File: src/rtl/ixu_branch_resolve.sv
// ixu_branch_resolve
//   Two-stage branch resolution unit for the integer execution cluster.
//   S1 registers the op fields and the operand compares (eq, signed >,
//   unsigned >). S2 resolves the condition, target, link/AUIPC result and
//   the mispredict check against the frontend prediction. S2 is the output
//   register. Both sides use a valid/ready handshake, and flush_i kills all
//   in-flight ops.
// Ports
//   cpu_clock_i, cpu_reset_i (sync, active high), flush_i
//   valid_i / ready_o        : op input handshake with the op fields
//                              (rob_id_i, operands, offset_i, pc_i, op class,
//                              bnch_cond_i, btb_* prediction, bm_pred_i)
//   valid_o / ready_i        : resolved op handshake towards the RCU
//   rob_id_o, result_o, excp_o, excp_addr_o, brnch_res_o, branch_type_o
//   btb_bm_mod_o, call_affirm_o, ret_affirm_o : training strobes
//   branch_cnt_o, mispredict_cnt_o             : wrapping perf counters
module ixu_branch_resolve #(
  parameter int XLEN  = 32,
  parameter int ROB_W = 6,
  parameter int CNT_W = 32
) (
  input  logic             cpu_clock_i,
  input  logic             cpu_reset_i,
  input  logic             flush_i,
  input  logic             valid_i,
  output logic             ready_o,
  input  logic [ROB_W-1:0] rob_id_i,
  input  logic [XLEN-1:0]  operand_1_i,
  input  logic [XLEN-1:0]  operand_2_i,
  input  logic [XLEN-1:0]  offset_i,
  input  logic [XLEN-3:0]  pc_i,
  input  logic             auipc_i,
  input  logic             call_i,
  input  logic             ret_i,
  input  logic             jal_i,
  input  logic             jalr_i,
  input  logic [2:0]       bnch_cond_i,
  input  logic             btb_vld_i,
  input  logic [XLEN-3:0]  btb_target_i,
  input  logic [1:0]       btype_i,
  input  logic [1:0]       bm_pred_i,
  output logic             valid_o,
  input  logic             ready_i,
  output logic [ROB_W-1:0] rob_id_o,
  output logic [XLEN-1:0]  result_o,
  output logic             excp_o,
  output logic [XLEN-1:0]  excp_addr_o,
  output logic             brnch_res_o,
  output logic [1:0]       branch_type_o,
  output logic             btb_bm_mod_o,
  output logic             call_affirm_o,
  output logic             ret_affirm_o,
  output logic [CNT_W-1:0] branch_cnt_o,
  output logic [CNT_W-1:0] mispredict_cnt_o
);

  localparam int PW = XLEN - 2;
  localparam logic [XLEN-1:0]  WORD_STEP = {{(XLEN-3){1'b0}}, 3'b100};
  localparam logic [PW-1:0]    PC_ONE    = {{(PW-1){1'b0}}, 1'b1};
  localparam logic [CNT_W-1:0] CNT_ONE   = {{(CNT_W-1){1'b0}}, 1'b1};

  // Stage 1 registers
  logic             s1_vld_r;
  logic [ROB_W-1:0] s1_rob_r;
  logic [XLEN-1:0]  s1_op1_r, s1_off_r;
  logic [PW-1:0]    s1_pc_r, s1_btb_tgt_r;
  logic             s1_auipc_r, s1_call_r, s1_ret_r, s1_jal_r, s1_jalr_r;
  logic [2:0]       s1_cond_r;
  logic             s1_btb_vld_r, s1_bm_taken_r;
  logic [1:0]       s1_btype_r;
  logic             s1_eq_r, s1_sgt_r, s1_ugt_r;

  // Stage 2 (output) registers
  logic             s2_vld_r, s2_excp_r, s2_bm_mod_r, s2_call_aff_r, s2_ret_aff_r;
  logic [ROB_W-1:0] s2_rob_r;
  logic [XLEN-1:0]  s2_result_r, s2_addr_r;
  logic             s2_taken_r, s2_auipc_r;
  logic [1:0]       s2_type_r;
  logic [CNT_W-1:0] branch_cnt_r, mispredict_cnt_r;

  // Resolve-stage combinational results
  logic             s2_en_s, s1_en_s, retire_s;
  logic             lt_s, cond_s, taken_s, redirect_s, mis_s, good_s;
  logic [XLEN-1:0]  base_s, inc_s, sum_s, target_s, result_s;
  logic [PW-1:0]    pc_inc_s;
  logic [1:0]       type_s;

  // S2 can take a new op when empty or draining; S1 moves whenever S2 can.
  assign s2_en_s  = !s2_vld_r | ready_i;
  assign s1_en_s  = !s1_vld_r | s2_en_s;
  assign ready_o  = s1_en_s;
  assign retire_s = s2_vld_r & ready_i & !flush_i;

  // S1 valid: cleared by reset or flush, otherwise follows the input when moving.
  always_ff @(posedge cpu_clock_i) begin
    if (cpu_reset_i) begin
      s1_vld_r <= 1'b0;
    end else if (flush_i) begin
      s1_vld_r <= 1'b0;
    end else if (s1_en_s) begin
      s1_vld_r <= valid_i;
    end else begin
      s1_vld_r <= s1_vld_r;
    end
  end

  // S1 payload and operand compares, captured on accept.
  always_ff @(posedge cpu_clock_i) begin
    if (s1_en_s && valid_i) begin
      s1_rob_r      <= rob_id_i;
      s1_op1_r      <= operand_1_i;
      s1_off_r      <= offset_i;
      s1_pc_r       <= pc_i;
      s1_auipc_r    <= auipc_i;
      s1_call_r     <= call_i;
      s1_ret_r      <= ret_i;
      s1_jal_r      <= jal_i;
      s1_jalr_r     <= jalr_i;
      s1_cond_r     <= bnch_cond_i;
      s1_btb_vld_r  <= btb_vld_i;
      s1_btb_tgt_r  <= btb_target_i;
      s1_btype_r    <= btype_i;
      s1_bm_taken_r <= bm_pred_i[1];
      s1_eq_r       <= (operand_1_i == operand_2_i);
      s1_sgt_r      <= ($signed(operand_1_i) > $signed(operand_2_i));
      s1_ugt_r      <= (operand_1_i > operand_2_i);
    end
  end

  // Resolve condition, target, type, result and the mispredict check.
  always_comb begin
    // lt is neither greater nor equal; funct3[1] selects the unsigned compare
    if (s1_cond_r[1]) begin
      lt_s = !s1_ugt_r & !s1_eq_r;
    end else begin
      lt_s = !s1_sgt_r & !s1_eq_r;
    end
    case ({s1_cond_r[2], s1_cond_r[0]})
      2'b00:   cond_s = s1_eq_r;
      2'b01:   cond_s = !s1_eq_r;
      2'b10:   cond_s = lt_s;
      2'b11:   cond_s = !lt_s;
      default: cond_s = 1'b0;
    endcase
    // Only a plain conditional branch reports a condition outcome
    taken_s = cond_s & !(s1_auipc_r | s1_call_r | s1_ret_r | s1_jal_r | s1_jalr_r);

    if (s1_jalr_r) begin
      base_s = s1_op1_r;
    end else begin
      base_s = {s1_pc_r, 2'b00};
    end
    if ((s1_jal_r | s1_jalr_r | taken_s) & !s1_auipc_r) begin
      inc_s = s1_off_r;
    end else begin
      inc_s = WORD_STEP;
    end
    sum_s    = base_s + inc_s;
    target_s = {sum_s[XLEN-1:1], sum_s[0] & !s1_jalr_r};

    if (s1_call_r) begin
      type_s = 2'b01;
    end else if (s1_ret_r) begin
      type_s = 2'b11;
    end else if (s1_jal_r | s1_jalr_r) begin
      type_s = 2'b10;
    end else begin
      type_s = 2'b00;
    end

    pc_inc_s = s1_pc_r + PC_ONE;
    if (s1_auipc_r) begin
      result_s = {s1_pc_r, 2'b00} + s1_off_r;
    end else begin
      result_s = {pc_inc_s, 2'b00};
    end

    redirect_s = taken_s | (type_s != 2'b00);
    if (s1_auipc_r) begin
      mis_s = 1'b0;
    end else if (!s1_btb_vld_r) begin
      mis_s = redirect_s;
    end else begin
      mis_s = (type_s != s1_btype_r)
            | ((type_s == 2'b00) & (taken_s ^ s1_bm_taken_r))
            | (redirect_s & ({s1_btb_tgt_r, 2'b00} != target_s));
    end
    good_s = s1_btb_vld_r & !mis_s & !s1_auipc_r;
  end

  // S2 valid, exception and strobes; kept qualified so they read 0 when idle.
  always_ff @(posedge cpu_clock_i) begin
    if (cpu_reset_i || flush_i) begin
      s2_vld_r      <= 1'b0;
      s2_excp_r     <= 1'b0;
      s2_bm_mod_r   <= 1'b0;
      s2_call_aff_r <= 1'b0;
      s2_ret_aff_r  <= 1'b0;
    end else if (s2_en_s) begin
      s2_vld_r      <= s1_vld_r;
      s2_excp_r     <= s1_vld_r & mis_s;
      s2_bm_mod_r   <= s1_vld_r & good_s & !(s1_call_r | s1_ret_r);
      s2_call_aff_r <= s1_vld_r & good_s & s1_call_r;
      s2_ret_aff_r  <= s1_vld_r & good_s & s1_ret_r;
    end else begin
      s2_vld_r      <= s2_vld_r;
      s2_excp_r     <= s2_excp_r;
      s2_bm_mod_r   <= s2_bm_mod_r;
      s2_call_aff_r <= s2_call_aff_r;
      s2_ret_aff_r  <= s2_ret_aff_r;
    end
  end

  // S2 payload, loaded only when a valid op moves up from S1.
  always_ff @(posedge cpu_clock_i) begin
    if (s2_en_s && s1_vld_r) begin
      s2_rob_r    <= s1_rob_r;
      s2_result_r <= result_s;
      s2_addr_r   <= target_s;
      s2_taken_r  <= taken_s;
      s2_type_r   <= type_s;
      s2_auipc_r  <= s1_auipc_r;
    end
  end

  // Perf counters advance on each retired (accepted, unflushed) op.
  always_ff @(posedge cpu_clock_i) begin
    if (cpu_reset_i) begin
      branch_cnt_r     <= {CNT_W{1'b0}};
      mispredict_cnt_r <= {CNT_W{1'b0}};
    end else if (retire_s) begin
      branch_cnt_r     <= s2_auipc_r ? branch_cnt_r : branch_cnt_r + CNT_ONE;
      mispredict_cnt_r <= s2_excp_r ? mispredict_cnt_r + CNT_ONE : mispredict_cnt_r;
    end else begin
      branch_cnt_r     <= branch_cnt_r;
      mispredict_cnt_r <= mispredict_cnt_r;
    end
  end

  assign valid_o          = s2_vld_r;
  assign rob_id_o         = s2_rob_r;
  assign result_o         = s2_result_r;
  assign excp_o           = s2_excp_r;
  assign excp_addr_o      = s2_addr_r;
  assign brnch_res_o      = s2_taken_r;
  assign branch_type_o    = s2_type_r;
  assign btb_bm_mod_o     = s2_bm_mod_r;
  assign call_affirm_o    = s2_call_aff_r;
  assign ret_affirm_o     = s2_ret_aff_r;
  assign branch_cnt_o     = branch_cnt_r;
  assign mispredict_cnt_o = mispredict_cnt_r;

endmodule

File: config.mk
export PLATFORM = sky130hd
export DESIGN_NAME = ixu_branch_resolve
export DESIGN_NICKNAME = d
export VERILOG_FILES = /design/src/rtl/ixu_branch_resolve.sv
export SDC_FILE = /design/constraint.sdc
export NUM_CORES = 1
export LEC_CHECK = 0
export CAP_MARGIN = 20
export CORE_AREA = 2 2 209 191
export CTS_BUF_LIST = sky130_fd_sc_hd__clkbuf_8 sky130_fd_sc_hd__clkbuf_16
export CTS_CLUSTER_DIAMETER = 80
export DETAILED_ROUTE_END_ITERATION = 10
export DIE_AREA = 0 0 211 193
export PLACE_DENSITY = 0.75
export SYNTH_ARGS = -nofsm -noshare
export SYNTH_HDL_FRONTEND = slang
export SYNTH_SLANG_ARGS = --single-unit
File: constraint.sdc
create_clock -name cpu_clock_i -period 12.95 [get_ports cpu_clock_i]
set_input_delay 2.59 -clock cpu_clock_i [delete_from_list [all_inputs] [get_ports cpu_clock_i]]
set_output_delay 2.59 -clock cpu_clock_i [all_outputs]
set_load 0.01 [all_outputs]
==> impl_metrics.json, run 1 <==
{
  "outcome": "complete, no violations",
  "syn-num-nets": 1631,
  "yosys-top-cells-count": "edfxtp_1 (219), nor2_1 (115), ha_1 (95)",
  "maxCapViolCount": 0,
  "syn_area_sq_um": 15230,
  "ys_types": 86,
  "syn_inst": 1354,
  "cts-root-buf": "clkbuf_16",
  "dieArea_sq_um": 40720,
  "cp.required_ps": 10360,
  "cp_max_fo": 3,
  "critPathKind": "input pin to output pin",
  "synth_edf_count": 219,
  "place_ws_ps": 6482,
  "power_density_nw_per_um2": 118.6,
  "clock_latency_ps": 540,
  "min_path_type": "register to register",
  "max_stage_delay_ps": 520,
  "worstSetupStartpointType": "input pin",
  "synth_seq_cells": 289,
  "cts_buffers": 34,
  "yosysMostFrequentCell": "edfxtp_1",
  "route.vias.total": 11620,
  "ctsHoldBuffers": 0,
  "wirelength_um": 42240,
  "fillers": 3348,
  "cp.arrival_ps": 3890,
  "period_share_pct": 50.02,
  "setup_ws_ps": 6473,
  "cts_resized": 0,
  "std_cell_rows": 69,
  "dr.pass1.iters": 6,
  "cp-end-kind": "output pin",
  "drt_iter0_drc": 782,
  "post_cts_buffers": 0,
  "first_global_vias": 11480,
  "ctsHtreeMaxLevel": 2,
  "crit_slowest_cell": "clkdlybuf4s50_1",
  "wl_per_cell_um": 19.15,
  "leakage_uw": 0.007534,
  "maxSlewHeadroom_pct": 30.87,
  "viasPerCell": 5.269,
  "grt-ovfl-total": 0,
  "coreArea_sq_um": 38760,
  "area_growth_syn_to_layout_pct": 31.10,
  "tightestPinTransition_ps": 1037,
  "postRouteAntennaNets": 0,
  "seq_area_frac_synth_pct": 52.38,
  "fin_setup_tns_ps": 0,
  "synthTopCellsByArea": "edfxtp_1 (43%), dfxtp_1 (9.2%), ha_1 (7.8%)",
  "dp_hpwl_um": 31890,
  "synth_top_area_share_pct": 43.18,
  "synth_area_leader_cell": "edfxtp_1",
  "rsz0062_at_grt": "false",
  "cp_num_buf_inv": 2,
  "period_needed_ps": 6477,
  "gr-usage-all-layers_pct": 20.45,
  "ys.flop_type": "edfxtp_1",
  "async_reset_ff_share_pct": 0,
  "nNetsFinal": 1955,
  "power_uw": 2368,
  "drc": 0,
  "num_io_pins": 323,
  "drive_gt1_share_pct": 6.643,
  "crit_path_cell_trace": "clkdlybuf4s50_1 > nor2b_1 > nand2_1 > clkdlybuf4s50_1",
  "die_x_um": 211,
  "report.final.slew_viol_count": 0,
  "grt_max_degree": 79,
  "clk_pin_slew_ps": 60,
  "hold_violations": 0,
  "fmax_mhz": 154.4,
  "yosysWarnings": 0,
  "die_y_um": 193,
  "critPathTopFamily": "buffers and inverters",
  "clock_skew_ps": 17.14,
  "setup_viol": 0,
  "avgSynthCellArea_sq_um": 11.25,
  "grt_first_pass_wirelength_um": 63440,
  "ctsLongestPathBuffers": 3,
  "cts_tree": "done",
  "antenna_found_initial": 4,
  "cpMostUsedCell": "clkdlybuf4s50_1",
  "cts.sinks": 289,
  "port_buffers": 321,
  "gp_congestion": 0.9077,
  "start_util_pct": 39.29,
  "peakVddDrop_mv": 0.07859
}
-- state kept, by name (all words and copies together), names as in the netlist, 2 cells and up --
| register | flops |
|---|---|
| s1_rob_r | 6 |
| result_o | 32 |
| s1_off_r | 32 |
| s1_op1_r | 32 |
| s1_cond_r | 3 |
| excp_addr_o | 32 |
| s1_btb_tgt_r | 30 |
| s1_pc_r | 30 |
| branch_cnt_o | 32 |
| s1_btype_r | 2 |
| branch_type_o | 2 |
| rob_id_o | 6 |
| mispredict_cnt_o | 32 |
-- placed cells by master, fill, tap and decap left out, drive strengths merged, types with 5 or more instances in the layout --
cell type      count
a211o              5
a211oi             7
a21o              28
a21oi             83
a31oi              7
and2              67
and3              21
and4               5
buf                8
clkbuf            35
clkdlybuf4s50    320
clkinv            12
dfxtp             70
diode              8
edfxtp           219
ha                95
inv               52
mux2              29
mux2i              6
nand2             87
nand2b            17
nand3             36
nand4             32
nor2             115
nor2b             21
nor3              29
nor4               7
o211ai             9
o21a              12
o21ai             49
o21bai             6
or2                6
or3               11
xnor2             65
xor2              73
-- worst register-to-register path: stages (launching register included) --
cell	delay, ps
edfxtp_1	710
or3_1	510
o221ai_2	420
buf_4	350
nand2b_1	140
ha_1	330
a21oi_1	280
a21oi_1	170
o21ai_1	470
a21oi_1	250
nor2_1	230
xnor3_1	240
nor3_1	370
nand4_1	330
nor4_1	370
nand4_2	270
a32o_2	330
-- logic make-up after synthesis --
kind of cell	synth area share, %
AOI/OAI and AO/OA	10.64
muxes	2.538
DFF	52.38
buffers and inverters	2.456
adders and majority gates	8.067
and+or+nand+nor	15.68
xor gates and xnor gates	8.240
-- path summary, 6_finish.rpt --
kind                    start     endpoint  slack, ps  cells after the start
hold / removal    s1_rob_r[0]  rob_id_o[0]        420                      0
hold reg to reg   s1_rob_r[0]  rob_id_o[0]        420                      0
setup / recovery      ready_i      ready_o       6470                      4
setup reg to reg   s1_auipc_r       excp_o       7060                     16
-- where the power goes --
| part | switching [uW] | leakage, uW | internal (uW) |
|---|---|---|---|
| Sequential | 18.9 | 0.00267 | 1050 |
| Clock | 381 | 0.000520 | 505 |
| Combinational | 219 | 0.00435 | 194 |
| Total | 619 | 0.00753 | 1750 |
-- routing by layer --
metal / share of wire [%] / vias to the layer above / track usage (%)
met4: 3.8 / 0 / 9.372
met1: 44 / 5518 / 26.92
met5: 0 / - / 0
met3: 6.4 / 82 / 4.146
li1: - / 5600 / -
met2: 46 / 423 / 32.67
-- per-stage QoR --
stage | cell area, sq um | hold slack (ps) | utilization (%) | instances
5_1_grt | 19960 | 432.9 | 51.49 | 2202
4_1_cts | 19920 | 418.7 | 51.39 | 2197
2_1_floorplan | 15230 | 400.3 | - | 1354
6_report | 19970 | 417.7 | 51.51 | 2206
3_3_place_gp | 18900 | 404.3 | 48.76 | 2138
3_5_place_dp | 18900 | 405.2 | 48.76 | 2138
-- cell type report --
cell class | count | area (sq um) | share of cell area [%]
diodes | 8 | 20.02 | 0.1003
clock buffers | 35 | 864.6 | 4.330
clock inverters | 24 | 155.1 | 0.7770
inverters | 44 | 165.2 | 0.8271
multi-input cells | 981 | 6883 | 34.47
flip-flops and latches | 289 | 7978 | 39.95
well taps | 497 | 621.8 | 3.114
repair buffers | 328 | 3281 | 16.43
Note: power is estimated with default switching activity, not from simulation.
==> run 2, diff against run 1 <==
Clock period 12.95 ns to 6.1 ns, I/O delays scaled along.
==> impl_metrics.json, run 2 (synthesized netlist as in run 1, its figures left out) <==
{
  "outcome": "complete, no violations",
  "tightestPinTransition_ps": 1104,
  "fmax_mhz": 181.4,
  "gp_congestion": 0.8553,
  "ctsLongestPathBuffers": 3,
  "first_global_vias": 11550,
  "rsz0062_at_grt": "false",
  "dp.cells": 2139,
  "grt_first_pass_wirelength_um": 63410,
  "num_io_pins": 323,
  "nNetsFinal": 1956,
  "period_needed_ps": 5512,
  "std_cell_rows": 69,
  "ctsHoldBuffers": 0,
  "grt.met1_usage_pct": 26.13,
  "grt-ovfl-total": 0,
  "pwr-share-clk_pct": 38.9,
  "start_util_pct": 39.29,
  "maxSlewHeadroom_pct": 26.37,
  "port_buffers": 321,
  "wirelength_um": 42290,
  "clock_latency_ps": 540,
  "clock_skew_ps": 15.89,
  "instances_no_fill": 2211,
  "die_y_um": 193,
  "coreArea_sq_um": 38760,
  "cp_max_fo": 23,
  "grt_max_degree": 146,
  "busiest_layer": "met2",
  "seq_area_sq_um": 7978,
  "wl_per_cell_um": 19.13,
  "critPathKind": "register to register",
  "cts_tree": "done",
  "report.final.slew_viol_count": 0,
  "combPwrFrac_pct": 17.0,
  "maxCapViolCount": 0,
  "cts_buffers": 35,
  "post_cts_buffers": 0,
  "dr.pass1.iters": 5,
  "viasPerCell": 5.276,
  "dieArea_sq_um": 40720,
  "drive_gt1_share_pct": 6.921,
  "clk_pin_slew_ps": 60,
  "met2_usage_pct": 32.59,
  "drt_iter0_drc": 566,
  "multi_input_area_sq_um": 6883,
  "p_int_uw": 3808,
  "use_met3_pct": 4.891,
  "fillers": 3375,
  "dp_hpwl_um": 31790,
  "fin_setup_tns_ps": 0,
  "route.vias.total": 11670,
  "power_density_nw_per_um2": 256.7,
  "peakVddDrop_mv": 0.1469,
  "area_growth_syn_to_layout_pct": 31.64,
  "hold_violations": 0,
  "antenna_found_initial": 8,
  "postRouteAntennaNets": 0,
  "min_path_type": "register to register",
  "cp.required_ps": 6530,
  "cp-end-kind": "register",
  "final_cell_mix": "clkdlybuf4s50_1 (320), edfxtp_1 (219), nor2_1 (115), ha_1 (95), nand2_1 (87)",
  "mostFrequentLayoutCell": "clkdlybuf4s50_1",
  "leakage_uw": 0.007568,
  "worstSetupStartpointType": "register",
  "cts.sinks": 289,
  "switching_share_pct": 26.03,
  "cp.arrival_ps": 5940,
  "cts-root-buf": "clkbuf_16",
  "gr-usage-all-layers_pct": 20.42,
  "sequentialPowerShare_pct": 44.1,
  "die_x_um": 211,
  "drc": 0,
  "p_sw_uw": 1340,
  "period_share_pct": 90.36,
  "rrSetupSlack_ps": 590,
  "setup_viol": 0,
  "cts_resized": 0,
  "ctsHtreeMaxLevel": 2,
  "fin_util_pct": 51.73
}
==> run 2: worst paths after layout <==
check | cells after the start | startpoint | endpoint
worst max-delay path | 17 | s1_call_r | excp_o
worst min register to register | 0 | s1_rob_r[1] | rob_id_o[1]
worst min-delay path | 0 | s1_rob_r[1] | rob_id_o[1]
worst max register to register | 17 | s1_call_r | excp_o
==> run 2: area by class of cell <==
class,count,area share [%]
Sequential cell,289,39.79
Clock buffer,36,4.493
Tap cell,497,3.101
Clock inverter,27,1.030
Multi-Input combinational cell,981,34.33
Timing Repair Buffer,328,16.32
Antenna cell,9,0.1123
Inverter,44,0.8237
==> run 2: routing by layer <==
layer	routed length, um	vias to the layer above	part of all wire (%)
li1	-	5608	-
met1	18490	5579	44
met2	19500	384	46
met3	2671	88	6.3
met5	41	-	0.097
met4	1587	6	3.8
==> run 2: stage by stage <==
step	hold WS [ps]	worst slack, ps	power [uW]	cell area [sq um]
final	420.1	588.3	5148	20050
after global routing	431.3	99.84	5373	20040
after CTS	422.5	633.6	5196	20030
after detailed placement	413.5	667.4	3178	18920
after global placement	404.7	652.0	3162	18920
after floorplan	400.3	821.9	2850	15230
==> run 2: power by group through the flow <==
stage | Combinational, uW | Clock (uW) | Sequential (uW)
finish | 877 | 2000 | 2270
global route | 963 | 2140 | 2280
CTS | 876 | 2050 | 2270
floorplan | 540 | 0 | 2310
detailed placement | 869 | 0 | 2310
global placement | 854 | 0 | 2310
==> run 2: worst max-delay path, stage by stage, from the launching register on <==
cell and delay (ps):
edfxtp_1 440, or2_1 340, or3_1 340, o221ai_2 500
buf_4 340, and2_1 150, ha_1 290, a211oi_1 310
o21bai_1 170, nor2_1 290, a21oi_1 190, nor2_1 240
xnor3_1 250, nor3_1 310, nand4_1 280, nor4_1 360
nand4_2 260, a32o_2 320
